$ cat src/rtl/spi_uart_arbiter.sv
// spi_uart_arbiter
// Merges sniffed SPI bytes and command-parser replies into one UART byte
// stream. SPI bytes are buffered in a FIFO and SLIP-framed: each chip-select
// transaction ends with a C0 delimiter, and C0/DB data bytes are escaped as
// DB DC / DB DD. Parser bytes go out unframed, only while no SPI frame is open
// or waiting to drain. SPI traffic has priority; SPI bytes lost to a full FIFO
// are counted in a saturating counter.
//
// Ports:
//   clk, rst_n          system clock, asynchronous active-low reset
//   spi_cs              raw chip-select (active low, asynchronous to clk)
//   spi_rx_strobe/data  one-cycle pulse with a received SPI byte
//   user_txd_data/strobe/ready  single-byte parser buffer (ready = buffer empty)
//   uart_txd/strobe     registered byte + one-cycle pulse to the UART
//   uart_txd_ready      UART can take a byte
//   drop_count          saturating count of dropped SPI bytes
//   dbg_state_o         encoder FSM state (0 = IDLE, 1 = ESC)
//
// Handshakes: the UART side is strobe/ready; a byte is issued only when
// uart_txd_ready is high and no byte was issued the cycle before (the UART
// ready is registered, so it lags one cycle). The parser side may strobe only
// while user_txd_ready is high; a strobe while full overwrites the buffer.

module spi_uart_arbiter #(
  parameter int FIFO_DEPTH = 16,
  parameter int DROP_BITS  = 8
) (
  input  logic                 clk,
  input  logic                 rst_n,
  input  logic                 spi_cs,
  input  logic                 spi_rx_strobe,
  input  logic [7:0]           spi_rx_data,
  input  logic [7:0]           user_txd_data,
  input  logic                 user_txd_strobe,
  output logic                 user_txd_ready,
  output logic [7:0]           uart_txd,
  output logic                 uart_txd_strobe,
  input  logic                 uart_txd_ready,
  output logic [DROP_BITS-1:0] drop_count,
  output logic                 dbg_state_o
);

  localparam int AW = $clog2(FIFO_DEPTH);

  typedef enum logic {ST_IDLE = 1'b0, ST_ESC = 1'b1} state_e;

  // Chip-select synchronizer and rising-edge (deselect) detector
  logic cs_sync1_q, cs_sync2_q, cs_prev_q;
  logic deselect;

  // Framing state
  logic frame_active_q, frame_active_d;
  logic marker_pending_q, marker_pending_d;

  // FIFO of {marker, byte}
  logic [8:0]  mem_q [FIFO_DEPTH];
  logic [AW:0] wr_ptr_q, rd_ptr_q;
  logic        fifo_empty, fifo_full;
  logic [8:0]  head;
  logic        data_push, marker_push, push, pop, drop;
  logic [8:0]  push_entry;

  // User buffer
  logic [7:0] user_buf_q;
  logic       user_pending_q;
  logic       user_send;

  // Encoder
  state_e     state_q;
  logic [7:0] esc_byte_q;
  logic [7:0] uart_txd_q;
  logic       uart_strobe_q;
  logic       send_ok;

  logic [DROP_BITS-1:0] drop_q;

  assign deselect   = cs_sync2_q && !cs_prev_q;

  assign fifo_empty = (wr_ptr_q == rd_ptr_q);
  assign fifo_full  = (wr_ptr_q[AW] != rd_ptr_q[AW]) &&
                      (wr_ptr_q[AW-1:0] == rd_ptr_q[AW-1:0]);
  assign head       = mem_q[rd_ptr_q[AW-1:0]];

  assign send_ok    = uart_txd_ready && !uart_strobe_q;
  assign pop        = (state_q == ST_IDLE) && send_ok && !fifo_empty;
  // Parser bytes only go out between frames: nothing buffered, no frame open,
  // no delimiter still waiting for FIFO space.
  assign user_send  = (state_q == ST_IDLE) && send_ok && fifo_empty &&
                      user_pending_q && !frame_active_q && !marker_pending_q;

  // A simultaneous pop frees a slot, so a full FIFO can still accept data.
  assign data_push   = spi_rx_strobe && (!fifo_full || pop);
  assign drop        = spi_rx_strobe && !data_push;
  // The delimiter waits for a cycle with no data push and a free slot.
  assign marker_push = marker_pending_q && !data_push && !fifo_full;
  assign push        = data_push || marker_push;
  assign push_entry  = data_push ? {1'b0, spi_rx_data} : {1'b1, 8'h00};

  always_comb begin
    frame_active_d   = frame_active_q;
    marker_pending_d = marker_pending_q;
    if (marker_push) marker_pending_d = 1'b0;
    // A strobe coinciding with deselect belongs to the closing frame.
    if (deselect && (frame_active_q || spi_rx_strobe)) marker_pending_d = 1'b1;
    if (deselect)           frame_active_d = 1'b0;
    else if (spi_rx_strobe) frame_active_d = 1'b1;
  end

  always_ff @(posedge clk or negedge rst_n) begin
    if (!rst_n) begin
      cs_sync1_q       <= 1'b1;
      cs_sync2_q       <= 1'b1;
      cs_prev_q        <= 1'b1;
      frame_active_q   <= 1'b0;
      marker_pending_q <= 1'b0;
      wr_ptr_q         <= '0;
      rd_ptr_q         <= '0;
      drop_q           <= '0;
      user_buf_q       <= 8'h00;
      user_pending_q   <= 1'b0;
    end else begin
      cs_sync1_q       <= spi_cs;
      cs_sync2_q       <= cs_sync1_q;
      cs_prev_q        <= cs_sync2_q;
      frame_active_q   <= frame_active_d;
      marker_pending_q <= marker_pending_d;
      if (push) wr_ptr_q <= wr_ptr_q + 1'b1;
      if (pop)  rd_ptr_q <= rd_ptr_q + 1'b1;
      if (drop && (drop_q != {DROP_BITS{1'b1}})) drop_q <= drop_q + 1'b1;
      if (user_txd_strobe) begin
        user_buf_q     <= user_txd_data;
        user_pending_q <= 1'b1;
      end else if (user_send) begin
        user_pending_q <= 1'b0;
      end
    end
  end

  // Storage needs no reset: the pointers define which entries are valid.
  always_ff @(posedge clk) begin
    if (push) mem_q[wr_ptr_q[AW-1:0]] <= push_entry;
  end

  always_ff @(posedge clk or negedge rst_n) begin
    if (!rst_n) begin
      state_q       <= ST_IDLE;
      esc_byte_q    <= 8'h00;
      uart_txd_q    <= 8'h00;
      uart_strobe_q <= 1'b0;
    end else begin
      uart_strobe_q <= 1'b0;
      case (state_q)
        ST_IDLE: begin
          if (pop) begin
            uart_strobe_q <= 1'b1;
            if (head[8]) begin
              uart_txd_q <= 8'hC0;
            end else if (head[7:0] == 8'hC0) begin
              uart_txd_q <= 8'hDB;
              esc_byte_q <= 8'hDC;
              state_q    <= ST_ESC;
            end else if (head[7:0] == 8'hDB) begin
              uart_txd_q <= 8'hDB;
              esc_byte_q <= 8'hDD;
              state_q    <= ST_ESC;
            end else begin
              uart_txd_q <= head[7:0];
            end
          end else if (user_send) begin
            uart_strobe_q <= 1'b1;
            uart_txd_q    <= user_buf_q;
          end
        end
        ST_ESC: begin
          if (send_ok) begin
            uart_strobe_q <= 1'b1;
            uart_txd_q    <= esc_byte_q;
            state_q       <= ST_IDLE;
          end
        end
        default: state_q <= ST_IDLE;
      endcase
    end
  end

  assign uart_txd        = uart_txd_q;
  assign uart_txd_strobe = uart_strobe_q;
  assign user_txd_ready  = !user_pending_q;
  assign drop_count      = drop_q;
  assign dbg_state_o     = state_q;

endmodule
$ cat config.mk
export PLATFORM = sky130hd
export DESIGN_NAME = spi_uart_arbiter
export DESIGN_NICKNAME = d
export VERILOG_FILES = /design/src/rtl/spi_uart_arbiter.sv
export SDC_FILE = /design/constraint.sdc
export NUM_CORES = 1
export LEC_CHECK = 0
export ABC_AREA = 1
export CAP_MARGIN = 20
export CELL_PAD_IN_SITES_DETAIL_PLACEMENT = 1
export CELL_PAD_IN_SITES_GLOBAL_PLACEMENT = 1
export CORE_MARGIN = 3
export CORE_UTILIZATION = 45
export DETAILED_ROUTE_END_ITERATION = 6
export PLACE_DENSITY = 0.78
export SKIP_LAST_GASP = 1
export SYNTH_ARGS = -nofsm -noshare
export SYNTH_HDL_FRONTEND = slang
export SYNTH_SLANG_ARGS = --single-unit
$ cat constraint.sdc
create_clock -name clk -period 3.15 [get_ports clk]
set_clock_uncertainty 0.15 [all_clocks]
set_input_delay 0.945 -clock clk [delete_from_list [all_inputs] [get_ports clk]]
set_output_delay 0.945 -clock clk [all_outputs]
set_load 0.005 [all_outputs]
# Word-level counts from Yosys, hierarchy flattened
# Memories as Yosys holds them, arrays and structs flattened.
# Index checks and enable logic that the tools add are counted.
[totals] inputBits=22 ff_bits=50 memories=1 mem_bits_rw=144
[memory_table] name="mem_q" words=16 width=9 read_ports=1 rd_ports_with_merged_regs=0 wr=1 line="56" rtl="logic [8:0] mem_q [FIFO_DEPTH];"
[op_classes] bitwise_logic=2 reduce_logical=32 n_mux=28 add_sub_neg=3 eq_ne=8
[ops] operator="$mux 8" n=8
[ops] operator="$eq 8x8->1 const B" n=2
[ops] operator="$mux 1" n=16
[ops] operator="$pmux 8 s2" n=1
[ops] operator="$logic_and 1x1->1" n=15
[ops] operator="$add 5x1->5 const B" n=2
[ops] operator="$mux 9" n=1
[ops] operator="$add 8x1->8 const B" n=1
[ops] operator="$logic_not 1->1" n=8
[ops] operator="$ne 8x8->1 const B" n=1
[ops] operator="$reduce_bool 2->1" n=4
[ops] operator="$eq 5x5->1" n=1
[ops] operator="$eq 4x4->1" n=1
[ops] operator="$pmux 1 s2" n=2
[ops] operator="$reduce_and 4->1" n=1
[ops] operator="$logic_or 1x1->1" n=3
[ops] operator="$ne 3x3->1 const B" n=1
[ops] operator="$ne 2x1->1 const B" n=1
[ops] operator="$not 1->1" n=2
[ops] operator="$reduce_and 2->1" n=1
[ops] operator="$ne 1x1->1" n=1

# Depth between registers and ports, before layout
[depth] ltp_word=12 ltp_mapped=17

# Least setup slack after synthesis
# OpenSTA, ideal clock, no wires.
[synth_timing] kind="input port to flip-flop" start="in uart_txd_ready" end="mem mem_q[15][0], enable pin" stages=8 setup_ns=0.377 slack_ns=0.358 path_buffers=0 required_ns=2.623 arrival_ns=2.266 cell_sequence="nand2_1 nor2_1 inv_1 nand2_1 nand2_2 nand2_2 nand2_2 nor2_1"
[synth_via] elab_chain_len=11
[synth_rtl] element="start, declared" line="38" rtl="input logic uart_txd_ready,"
[synth_rtl] element="$logic_and 1x1->1 *" line="84" rtl="assign send_ok = uart_txd_ready && !uart_strobe_q;"
[synth_rtl] element="$logic_and 1x1->1 * (2 in series)" line="85" rtl="assign pop = (state_q == ST_IDLE) && send_ok && !fifo_empty;"
[synth_rtl] element="$logic_or 1x1->1 *" line="92" rtl="assign data_push = spi_rx_strobe && (!fifo_full || pop);"
[synth_rtl] element="$logic_and 1x1->1 *" line="92"
[synth_rtl] element="$logic_not 1->1" line="95" rtl="assign marker_push = marker_pending_q && !data_push && !fifo_full;"
[synth_rtl] element="$logic_and 1x1->1 (2 in series)" line="95"
[synth_rtl] element="$logic_or 1x1->1 *" line="96" rtl="assign push = data_push || marker_push;"
[synth_rtl] element="$mux 1 *" line="141" rtl="if (push) mem_q[wr_ptr_q[AW-1:0]] <= push_entry;"
[synth_rtl] element="$mux 1 (implied by the code) *" line="141"
[synth_rtl] element="end, declared" line="56"
# Every way passes the cells marked *; elsewhere a longest branch is shown, timed or not.

# Final worst setup path
[layout_timing] start="in uart_txd_ready" end="mem mem_q[4][3], enable pin"
# The elaborated chain is that of the path after synthesis.

==> reports/qor.yml <==
yosys_register_bits: 188
holdCritPathClass: "flip-flop to flip-flop"
r2r_start: "rd_ptr_q[1]"
hold_path_depth: 0
yosysTopAreaCell: "edfxtp_1"
ctsResizeCount: 0
grt_pass1_wl_um: 36000
dieArea_um2: 20100
die_width_um: 142
power_density_nw_per_um2: 905
cp_max_fo: 9
seq_area_frac_synth_pct: 65.6
cts_made_buffers: 17
async_reset_ff_share_pct: 23.4
h-tree-depth: 4
ios: 41
clockBufferDepth: 2
cts_tree: "built"
leakagePower_nw: 4.25
cts.sinks: 188
highest_layer: "met4"
grt-ovfl-total: 0
period_needed_ns: 2.73
drv_cap: 0
outcome: "finished clean"
fillers: 1973
clk_pin_slew_ns: 0.07
core_area_um2: 17700
fin_util_pct: 55.2
ys_warn_count: 0
first_global_vias: 6526
max_freq_ghz: 0.367
area_growth_pct: 17.8
r2r_slack_ns: 0.45
drt-total-wl_um: 22800
maxSlewHeadroom_pct: 60.6
worst_skew_pair.late_latency_ns: 0.44
critPathKind: "input pin to flip-flop"
dr_wl_met2_um: 12100
vias: 5995
tightest_slew_ns: 0.589
synth_top_area_share_pct: 52.3
dpl_cell_area_um2: 9140
cp.required_ns: 3.15
finalInstanceArea_um2: 9750
synth-main-ff-cell: "edfxtp_1"
rows: 48
peakVddDrop_v: 0.000527
grt_antenna_before_repair: 0
antenna_cells: 0
avgSynthCellArea_um2: 9.90
via_per_inst: 5.24
met3_length_um: 993
portBuffers: 40
syn_area_um2: 8270
firstDrtPassIters: 5
synth_edf_count: 144
wl_per_cell_um: 20.0
dp.cells: 1113
cts_root_buffer: "clkbuf_16"
start_util_pct: 46.9
reg2reg_depth: 9
ant_nets: 0
gp_congestion: 0.855
setup_tns_ns: 0
nNetsFinal: 935
grt_max_degree: 67
worst_ep_arrival_time_ns: 2.73
hold_viol_final: 0
cts_setup_buffers: 0
grt_setup_unrepaired: "no"
wl_met1_um: 9280
slew_viol_final: 0
dp_hpwl_um: 15600
setup_viol: 0
finalNonFillerCells: 1145
worstHoldEndpoint: "cs_sync2_q"
cp-start-kind: "input pin"
synth.distinct_cells: 32
die_h_um: 142
synthTopCellsByArea: "edfxtp_1 (52%), dfrtp_1 (12%), nand2_1 (12%)"
layout-drive-gt1-share_pct: 10.3
drtIter0Drc: 515
synthCells: 836
hp-start: "cs_sync1_q"
grt_usage_pct: 23.9
drcViolationCount: 0
syn_nets: 864
ctsHoldBuffers: 0
period_share_pct: 86.6
endpoint_kind: "flip-flop"
worstReg2RegEnd: "mem_q[4][3]"
==> Yosys cell counts (5+ instances only) <==
master      n
nand2_1   266
edfxtp_1  144
nor2_1    107
inv_1      91
nand3_1    52
dfrtp_1    41
o21ai_0    30
xor2_1     16
buf_2      14
o21ai_1    11
clkbuf_1    6
ha_1        6
inv_2       5
o211ai_1    5
==> area by class of cell <==
class                   count  area [um2]  share of cell area [%]
flip-flops and latches    188        5430                    55.7
inverters                  98         368                    3.77
multi-input cells         522        2320                    23.8
repair buffers             80         746                    7.65
well taps                 225         282                    2.89
clock buffers              19         464                    4.76
clock inverters            13         141                    1.45
==> layout by cell type (no fill, tap or decap), drive strengths merged, types with 5 or more instances in the layout <==
cell type	n
clkdlybuf4s50	39
ha	6
buf	41
o211ai	5
clkinv	5
nor2	111
inv	105
nand2	270
clkbuf	19
o21ai	43
nand3	54
xor2	16
edfxtp	144
dfrtp	41
a21oi	5
==> power by group <==
| group | total (mW) | switching [mW] | internal (mW) |
|---|---|---|---|
| Combinational | 3.29 | 2.26 | 1.02 |
| Clock | 2.19 | 0.994 | 1.19 |
| Sequential | 3.35 | 0.239 | 3.11 |
==> registers in the layout, summed over array words and instances (netlist names), 2 cells and up <==
| signal | count |
|---|---|
| drop_count | 8 |
| esc_byte_q | 2 |
| mem_q | 144 |
| rd_ptr_q | 5 |
| uart_txd | 8 |
| user_buf_q | 8 |
| wr_ptr_q | 5 |
==> how the worst max path moves through the flow <==
| stage | start | endpoint | slack (ns) | cells past startpoint |
|---|---|---|---|---|
| 2_1_floorplan | uart_txd_ready | mem_q[15][0] | 0.36 | 8 |
| 3_3_place_gp | uart_txd_ready | mem_q[4][1] | 0.03 | 10 |
| 3_5_place_dp | uart_txd_ready | mem_q[12][8] | -0.02 | 10 |
| 4_1_cts | uart_txd_ready | mem_q[4][3] | 0.42 | 10 |
| 5_1_grt | rd_ptr_q[1] | uart_txd[3] | 0.25 | 12 |
| 6_report | uart_txd_ready | mem_q[4][3] | 0.42 | 10 |
==> stage by stage <==
stage / total power [mW] / setup WS (ns) / hold slack, ns
after floorplan: 5.42 / 0.358 / 0.195
after global placement: 6.47 / 0.0334 / 0.196
after detailed placement: 6.63 / -0.0220 / 0.199
after CTS: 8.86 / 0.425 / 0.209
after global routing: 9.35 / 0.251 / 0.216
final: 8.82 / 0.422 / 0.207
==> metal layers <==
layer  global-route usage, %  vias to the layer above
met5                       0                        -
li1                        -                     2825
met3                    4.79                       37
met4                    7.93                        0
met2                    42.9                      124
met1                    28.7                     3009
==> cells by family after synthesis <==
| family | after synthesis | share of synthesized area [%] |
|---|---|---|
| buf+inv | 126 | 6.38 |
| flops | 188 | 65.6 |
| fa+ha+maj | 6 | 0.907 |
| compound gates | 56 | 3.74 |
| xor+xnor | 19 | 2.01 |
| simple gates | 441 | 21.4 |
==> worst max-delay path: stages <==
cell,delay [ns]
clkdlybuf4s50_1,0.45
nand2_1,0.09
nor2_1,0.21
inv_1,0.09
nand2_1,0.11
nand2_2,0.07
nand2_2,0.16
nand2_1,0.23
nor2_1,0.18
buf_4,0.19
Power figures use the tool's default switching activity.
==> variant, RTL diff (config.mk and constraints unchanged) <==
`DROP_BITS`: 8 -> 12.
--- a/src/rtl/spi_uart_arbiter.sv
+++ b/src/rtl/spi_uart_arbiter.sv
@@ -24,5 +24,5 @@
 module spi_uart_arbiter #(
   parameter int FIFO_DEPTH = 16,
-  parameter int DROP_BITS  = 8
+  parameter int DROP_BITS  = 12
 ) (
   input  logic                 clk,
Interface: changed (resized drop_count); port bits go from 41 to 45. No check against the original RTL was run, so the function may have changed too.
==> variant against the unedited design <==
- register-to-register slack worse by 0.05 ns
- design area increased by 3.5%
- highest routed layer unchanged
- clock power hardly changed
- via count increased by 3.6%
- setup slack got worse by 0.021 ns
- sequential cell count up 4
- core utilization down 0.20 points
- power up 2.3%
- routed wire length grew 1.7%
- count of clock-buffer cells in the layout up 4
- sequential share of layout area fell by 0.87 points
- synthesized area up 3.4%
- non-clock buffer count is 10 higher
==> variant: results (changes against the unedited design) <==
Total GRT Usage 23.8% (-0.079 points); DP Wirelength 16.2 mm (+3.9%); Post-Syn Nets 901 (+4.3%); Port Buffers 44 (+10%); antenna cells 0 (unchanged); vias in the first global route 6691 (+2.5%); layout cells sized above 1 10.3% (+0.015 points); first-pass GRT wire length 36.8 mm (+2.2%); grt ovf 0 (unchanged); Worst EP arrival 2.93 ns (+0.20 ns); delay-heaviest family, CP buffers and inverters; Clock transition at path regs 0.07 ns (about the same); Synth cell types 32 (unchanged); largest net degree at the start of global routing 39 (-42%); Final nets 982 (+5.0%); sequential area share after synthesis 64.6% (-1.0 points); area of placed instances 9490 um^2 (+3.8%); worst slew margin relative to its limit 44.1% (-16 points); Vias 6213 (+3.6%); status finished, final reports clean; slowest stage delay, CP 0.52 ns (+0.07 ns); drt pass-1 iters 5 (unchanged); Post-synth EDFFs 144 (unchanged); Hold Path Class flip-flop to flip-flop; max reg flops 144 (unchanged); LEAKAGE 0.00437 uW (+2.7%); Yosys warnings 0 (unchanged); most frequent cell after synthesis nand2_1; Initial DRC Count 538 (+4.5%); wire per inst 19.4 um (-2.6%); post-CTS setup buffers 0 (unchanged); Post-synth top cells 268 x nand2_1, 144 x edfxtp_1, 120 x nor2_1; Max IR drop VDD 0.000441 V (-16%); Top cell by count, worst path nand2_1; Filler Cells Inserted 2050 (+3.9%); Slew Limit Fails 0 (unchanged); CP max-delay cell inv_1; Clock Path Buffers 2 (unchanged); FFs w/ async S/R, synth 25.0% (+1.6 points); CTS H-tree lvls 4 (unchanged); PostCTS Resize Cnt 0 (unchanged); Synth area leaders edfxtp_1 51%, dfrtp_1 13%, nand2_1 12%, nor2_1 5.3%, inv_1 4.3%; worst skew pair latency 0.44 ns (about the same); initial antenna violation count 0 (unchanged); clock root cell clkbuf_16; Placer Congestion 0.800 (-6.5%); cts bufs inserted 17 (unchanged); Crit Path Max Fanout 14 (+5)
[variant: path summary, 6_finish.rpt]
kind / start / to / slack (ns) / cells past startpoint
min in group asynchronous: rst_n / dbg_state_o$_DFF_PN0_ / 0.42 / 1
hold reg to reg: cs_sync1_q$_DFF_PN1_ / cs_sync2_q$_DFF_PN1_ / 0.21 / 0
hold / removal: cs_sync1_q$_DFF_PN1_ / cs_sync2_q$_DFF_PN1_ / 0.21 / 0
setup / recovery: rd_ptr_q[1]$_DFFE_PN0N_ / uart_txd[3]$_DFFE_PN0P_ / 0.40 / 13
setup reg to reg: rd_ptr_q[1]$_DFFE_PN0N_ / uart_txd[3]$_DFFE_PN0P_ / 0.40 / 13
max in group asynchronous: rst_n / wr_ptr_q[1]$_DFFE_PN0P_ / 1.77 / 2
[variant: final cells by class]
type | instances | area [um^2] | area share [%]
flip-flops and latches | 192 | 5530 | 54.8
multi-input cells | 546 | 2440 | 24.2
repair buffers | 90 | 831 | 8.24
clock buffers | 23 | 499 | 4.95
inverters | 107 | 402 | 3.98
well taps | 229 | 287 | 2.84
clock inverters | 9 | 93.8 | 0.931
[variant: cells by family after synthesis]
| group | Yosys count | share of synthesized area, % |
|---|---|---|
| simple gates | 458 | 21.4 |
| compound gates | 59 | 3.89 |
| buf+inv | 135 | 6.84 |
| flops | 192 | 64.6 |
| xor+xnor | 23 | 2.35 |
| fa+ha+maj | 6 | 0.877 |
[variant: power by group]
part           total, uW  internal [uW]  switching [uW]
Clock               2190           1220             972
Combinational       3430           1100            2340
Sequential          3410           3170             234
[variant: stage by stage]
stage	power [uW]	setup WS (ns)	setup TNS, ns	instances	util (%)
after CTS	9080	0.413	0	1196	55.0
final	9030	0.400	0	1196	55.0
after floorplan	5580	0.401	0	873	-
after global placement	6700	0.0802	0	1164	51.8
after detailed placement	6880	-0.00414	-0.0309	1164	51.8
after global routing	9620	0.240	0	1196	55.0
[variant: routing by layer]
| layer | wire (um) | vias to the layer above | GRT usage, % |
|---|---|---|---|
| met5 | 0 | - | 0 |
| met4 | 395 | 0 | 6.89 |
| met3 | 584 | 30 | 3.86 |
| met2 | 12000 | 98 | 41.4 |
| met1 | 10300 | 3133 | 30.8 |
| li1 | - | 2952 | - |
